## config.mk

```make
export PLATFORM = sky130hd
export DESIGN_NAME = tt_um_alu_host_seq
export DESIGN_NICKNAME = d
export VERILOG_FILES = /design/src/rtl/tt_um_alu_host_seq.sv
export SDC_FILE = /design/constraint.sdc
export NUM_CORES = 1
export LEC_CHECK = 0
export BUFFER_PORTS_ARGS = -buffer_cell sky130_fd_sc_hd__buf_2
export CAP_MARGIN = 10
export CORE_UTILIZATION = 36
export CTS_BUF_LIST = sky130_fd_sc_hd__clkbuf_8
export DETAILED_ROUTE_END_ITERATION = 8
export GPL_ROUTABILITY_DRIVEN = 0
export PLACE_DENSITY = 0.6
export SYNTH_ARGS = -nofsm -noshare
export SYNTH_HDL_FRONTEND = slang
export SYNTH_SLANG_ARGS = --single-unit
```

## constraint.sdc

```tcl
create_clock -name clk -period 4.65 [get_ports clk]
set_input_delay 0.6975 -clock clk [delete_from_list [all_inputs] [get_ports clk]]
set_output_delay 0.6975 -clock clk [all_outputs]
set_load 0.01 [all_outputs]
```

## src/rtl/tt_um_alu_host_seq.sv

```systemverilog
`default_nettype none
// ============================================================================
// Module  : tt_um_alu_host_seq
// Brief   : Host-side sequencer for an 8-bit ALU. Operands and opcode are
//           delivered one at a time on shared pins under an asynchronous
//           strobe. A single EXEC cycle computes the result, and the result
//           and flags are held for readback.
// Revision: 1.0 - initial release
// ============================================================================
module tt_um_alu_host_seq #(
    parameter int SYNC_STAGES = 2                // legal 2..3
) (
    input  logic       clk,
    input  logic       rst_n,
    input  logic       ena,
    input  logic [7:0] ui_in,
    input  logic [7:0] uio_in,
    output logic [7:0] uo_out,
    output logic [7:0] uio_out,
    output logic [7:0] uio_oe
);

    typedef enum logic [1:0] {
        ST_WAIT = 2'd0,
        ST_EXEC = 2'd1,
        ST_DONE = 2'd2
    } state_t;

    localparam logic [1:0] c_CMD_LOAD_A = 2'b00;
    localparam logic [1:0] c_CMD_LOAD_B = 2'b01;
    localparam logic [1:0] c_CMD_START  = 2'b10;
    localparam logic [1:0] c_CMD_CLEAR  = 2'b11;

    // Strobe synchronizer and edge detector
    logic [SYNC_STAGES-1:0] r_sync;
    logic                   r_last;
    logic                   r_pulse;
    logic                   w_stb;

    // Captured operands and sequencer state
    state_t     r_state;
    logic [7:0] r_a;
    logic [7:0] r_b;
    logic [2:0] r_op;
    logic       r_sh;
    logic       r_a_vld;
    logic       r_b_vld;
    logic       r_err;
    logic       r_done;
    logic [7:0] r_y;
    logic       r_c;
    logic       r_z;
    logic       r_n;
    logic       r_v;

    // ALU datapath
    logic       w_sub;
    logic [7:0] w_src;
    logic [7:0] w_b_eff;
    logic [8:0] w_sum;
    logic [7:0] w_y;
    logic       w_c;
    logic       w_v;
    logic [1:0] w_cmd;
    logic       w_unused;

    assign w_cmd    = uio_in[2:1];
    assign w_unused = &{uio_in[7:3], ui_in[7:4]};

    // The edge detector keeps tracking while ena is low, so re-enabling never
    // produces a late pulse for a strobe that arrived while disabled.
    assign w_stb = r_pulse & ena;

    // Synchronize the asynchronous strobe and turn its rising edge into a pulse
    always_ff @(posedge clk or negedge rst_n) begin
        if (!rst_n) begin
            r_sync  <= '0;
            r_last  <= 1'b0;
            r_pulse <= 1'b0;
        end else begin
            r_sync  <= {r_sync[SYNC_STAGES-2:0], uio_in[0]};
            r_last  <= r_sync[SYNC_STAGES-1];
            r_pulse <= r_sync[SYNC_STAGES-1] & ~r_last;
        end
    end

    // One shared adder serves ADD and SUB (SUB adds ~B with carry-in of 1)
    assign w_sub   = (r_op == 3'b100);
    assign w_src   = r_sh ? r_a : r_b;
    assign w_b_eff = w_sub ? ~r_b : r_b;
    assign w_sum   = {1'b0, r_a} + {1'b0, w_b_eff} + {8'd0, w_sub};

    // Opcode decode: result, carry and overflow for the captured operation
    always_comb begin
        w_y = w_src;
        w_c = 1'b0;
        w_v = 1'b0;
        case (r_op)
            3'b000, 3'b100: begin
                w_y = w_sum[7:0];
                w_c = w_sum[8];
                w_v = ~(r_a[7] ^ w_b_eff[7]) & (r_a[7] ^ w_sum[7]);
            end
            3'b010: w_y = r_a & r_b;
            3'b110: w_y = r_a | r_b;
            3'b001: begin
                w_y = {1'b0, w_src[7:1]};
                w_c = w_src[0];
            end
            3'b101: begin
                w_y = {w_src[6:0], 1'b0};
                w_c = w_src[7];
            end
            3'b011: begin
                w_y = {w_src[7], w_src[7:1]};
                w_c = w_src[0];
            end
            default: w_y = w_src;
        endcase
    end

    // Command sequencer: capture operands, run one EXEC cycle, hold results
    always_ff @(posedge clk or negedge rst_n) begin
        if (!rst_n) begin
            r_state <= ST_WAIT;
            r_a     <= 8'd0;
            r_b     <= 8'd0;
            r_op    <= 3'd0;
            r_sh    <= 1'b0;
            r_a_vld <= 1'b0;
            r_b_vld <= 1'b0;
            r_err   <= 1'b0;
            r_done  <= 1'b0;
            r_y     <= 8'd0;
            r_c     <= 1'b0;
            r_z     <= 1'b0;
            r_n     <= 1'b0;
            r_v     <= 1'b0;
        end else begin
            case (r_state)
                ST_EXEC: begin
                    r_y     <= w_y;
                    r_c     <= w_c;
                    r_z     <= (w_y == 8'd0);
                    r_n     <= w_y[7];
                    r_v     <= w_v;
                    r_done  <= 1'b1;
                    r_state <= ST_DONE;
                    // Any command landing here, CLEAR included, is dropped
                    if (w_stb) begin
                        r_err <= 1'b1;
                    end
                end
                ST_WAIT, ST_DONE: begin
                    if (w_stb) begin
                        case (w_cmd)
                            c_CMD_LOAD_A: begin
                                r_a     <= ui_in;
                                r_a_vld <= 1'b1;
                                r_done  <= 1'b0;
                            end
                            c_CMD_LOAD_B: begin
                                r_b     <= ui_in;
                                r_b_vld <= 1'b1;
                                r_done  <= 1'b0;
                            end
                            c_CMD_START: begin
                                if (r_a_vld && r_b_vld) begin
                                    r_op    <= ui_in[2:0];
                                    r_sh    <= ui_in[3];
                                    r_done  <= 1'b0;
                                    r_state <= ST_EXEC;
                                end else begin
                                    r_err <= 1'b1;
                                end
                            end
                            c_CMD_CLEAR: begin
                                r_a_vld <= 1'b0;
                                r_b_vld <= 1'b0;
                                r_err   <= 1'b0;
                                r_done  <= 1'b0;
                                r_y     <= 8'd0;
                                r_c     <= 1'b0;
                                r_z     <= 1'b0;
                                r_n     <= 1'b0;
                                r_v     <= 1'b0;
                                r_state <= ST_WAIT;
                            end
                            default: r_state <= r_state;
                        endcase
                    end
                end
                default: r_state <= ST_WAIT;
            endcase
        end
    end

    assign uo_out  = r_y;
    assign uio_out = {r_c, r_z, r_n, r_v, r_done, 3'b000};
    assign uio_oe  = 8'hF8;

endmodule
`default_nettype wire

```

==> flow_summary.json <==
{
  "status": "completed",
  "grt_busiest_layer": "met2",
  "fmax_ghz": 0.296,
  "drtAntennaViolNets": 0,
  "cts-root-buf": "clkbuf_8",
  "antenna_found_initial": 0,
  "initial_core_util": 0.373,
  "synth.top_cell.area_share": 0.370,
  "htree_num_levels": 2,
  "powerDensity_nw_per_um2": 417,
  "worst_slack_ns": 1.28,
  "yosys-top-cells-count": "dfrtp_1 (40), nand2_1 (24), mux2_2 (23)",
  "power.total_mw": 1.21,
  "critPathLaunchType": "flip-flop",
  "postSynthCellCount": 273,
  "dp_cells": 382,
  "rsz0062_at_grt": "false",
  "required_ns": 4.85,
  "max-slew-margin-rel": 0.411,
  "yosysWarnings": 0,
  "place_hpwl_um": 4210,
  "worstHoldPathCells": 0,
  "area_growth_pct": 7.78,
  "finalHoldViolations": 0,
  "ys_ff_latch": 40,
  "die_x_um": 88.6,
  "final_area_um2": 2910,
  "end_kind": "flip-flop",
  "synth_edf_count": 0,
  "tightest_slew_ns": 0.884,
  "placed_cell_area_um2": 2840,
  "met2_usage": 0.244,
  "cts_num_sinks": 40,
  "cts_hold_buf": 0,
  "vias_per_cell": 5.33,
  "ys.flop_type": "dfrtp_1",
  "grt_max_degree": 41,
  "clk_latency_ns": 0.29,
  "core-area_um2": 7250,
  "first_pass_iters": 4,
  "cts_resized": 0,
  "worst-setup-path-type": "reg -> reg",
  "p_leak_nw": 1.33,
  "numCtsBuffers": 5,
  "cp.arrival_ns": 3.58,
  "final_core_util": 0.402,
  "gr-usage-all-layers": 0.158,
  "vias": 2072,
  "yosys.area.top_type": "dfrtp_1",
  "diodes": 0,
  "use_met1": 0.220,
  "drv_slew": 0,
  "synth_area_um2": 2700,
  "ff2ff_path_depth": 10,
  "place_ws_ns": 1.31,
  "wl_per_cell_um": 14.7,
  "avgSynthCellArea_um2": 9.90,
  "synth-seq-area-share": 0.370,
  "synth.area.top_cells": "dfrtp_1 (37%), mux2_2 (9.6%), ha_1 (6.0%)",
  "fin_crit_sh": 0.726,
  "maxCapViolCount": 0,
  "hp-class": "reg -> reg",
  "finalSetupTns_ns": 0,
  "setup_viol": 0,
  "synthArstFlopShare": 1.00,
  "skew_ns": 0.00193,
  "numPortBuffers": 26,
  "max-vdd-ir-drop_mv": 0.111,
  "dieArea_um2": 7860,
  "clkTransAtPathRegs_ns": 0.07,
  "cp_max_fo": 8,
  "drc": 0,
  "grtUsageMet3": 0.0289,
  "post-cts-setup-buffer-count": 0,
  "nets": 323,
  "grt_pass1_wl_um": 9450,
  "holdWs_ns": 0.351,
  "drive_above_1_share": 0.221,
  "yosysMostFrequentCell": "dfrtp_1",
  "fillers": 748,
  "wirelength_um": 5710,
  "clk_path_buf_depth": 2,
  "die_h_um": 88.6,
  "period_minus_slack_ns": 3.37,
  "io_pins": 43,
  "gr-total-overflow": 0,
  "r2r_slack_ns": 1.28,
  "grt_pass1_vias": 1865,
  "fin_cells": 389,
  "rows": 31,
  "cts_tree": "yes",
  "first_iter_violations": 153,
  "synth_cell_types": 61
}
[power breakdown]
part | switching (mW) | internal [mW] | total (mW)
Clock | 0.117 | 0.0998 | 0.217
Sequential | 0.0640 | 0.408 | 0.472
Combinational | 0.286 | 0.238 | 0.525
[final timing paths]
kind	startpoint	end
worst max-delay path	r_op[1]	r_z
max in group asynchronous	rst_n	r_a[0]
worst min register to register	r_sync[0]	r_sync[1]
min in group asynchronous	rst_n	r_done
worst min-delay path	r_sync[0]	r_sync[1]
worst max register to register	r_op[1]	r_z
[layout by cell type, fill, tap and decap left out, types with 3 or more instances in the layout]
master    netlist  routed
nand3_1         3       3
clkbuf_8        0       5
mux2_2         23      23
o21a_1          7       7
a21oi_1         8       8
nand2_1        24      24
xor2_1          8       8
dfrtp_1        40      40
o211ai_1        3       3
a32o_1          3       3
buf_4          18       4
conb_1          2      11
a22o_1          5       5
o221ai_1        5       5
nor2_1         10      10
inv_1           6       7
buf_2           1      26
o21ai_0        16      16
ha_1           13      13
o31ai_1         4       4
nor2b_1         9       9
nand2b_1        6       6
[cell type report]
type,count,area (um2),area share
Multi-Input combinational cell,207,1530,0.524
Inverter,6,22.5,0.00773
Clock inverter,2,8.76,0.00301
Tap cell,99,124,0.0425
Sequential cell,40,1000,0.344
Clock buffer,5,68.8,0.0236
Timing Repair Buffer,30,160,0.0550
[registers in the layout, summed over array words and instances, names as in the netlist]
signal,flops
r_a,8
r_a_vld,1
r_b,8
r_b_vld,1
r_c,1
r_done,1
r_last,1
r_op,3
r_pulse,1
r_sh,1
r_state,2
r_sync,2
r_v,1
r_z,1
uo_out,8
[critical path: stages (launching register included)]
cell       delay [ns]
dfrtp_1          0.38
nor2_1           0.14
and2_1           0.44
xor2_1           0.29
ha_1             0.29
a31o_1           0.23
a2111oi_1        0.41
a211oi_1         0.13
a221o_1          0.27
or4b_1           0.47
o31ai_1          0.24
[per-layer routing]
layer	wire length (um)	share of wire
met4	98	0.017
met3	199	0.035
met5	0	0
met1	2830	0.50
met2	2590	0.45
[cells by family after synthesis]
kind of cell | Yosys count | share of synthesized area
compound gates | 78 | 0.213
simple gates | 68 | 0.128
flops | 40 | 0.370
buf+inv | 35 | 0.0768
mux | 26 | 0.109
fa+ha+maj | 14 | 0.0676
xor+xnor | 10 | 0.0324
other cells | 2 | 0.00278
(Power assumes the default switching activity.)
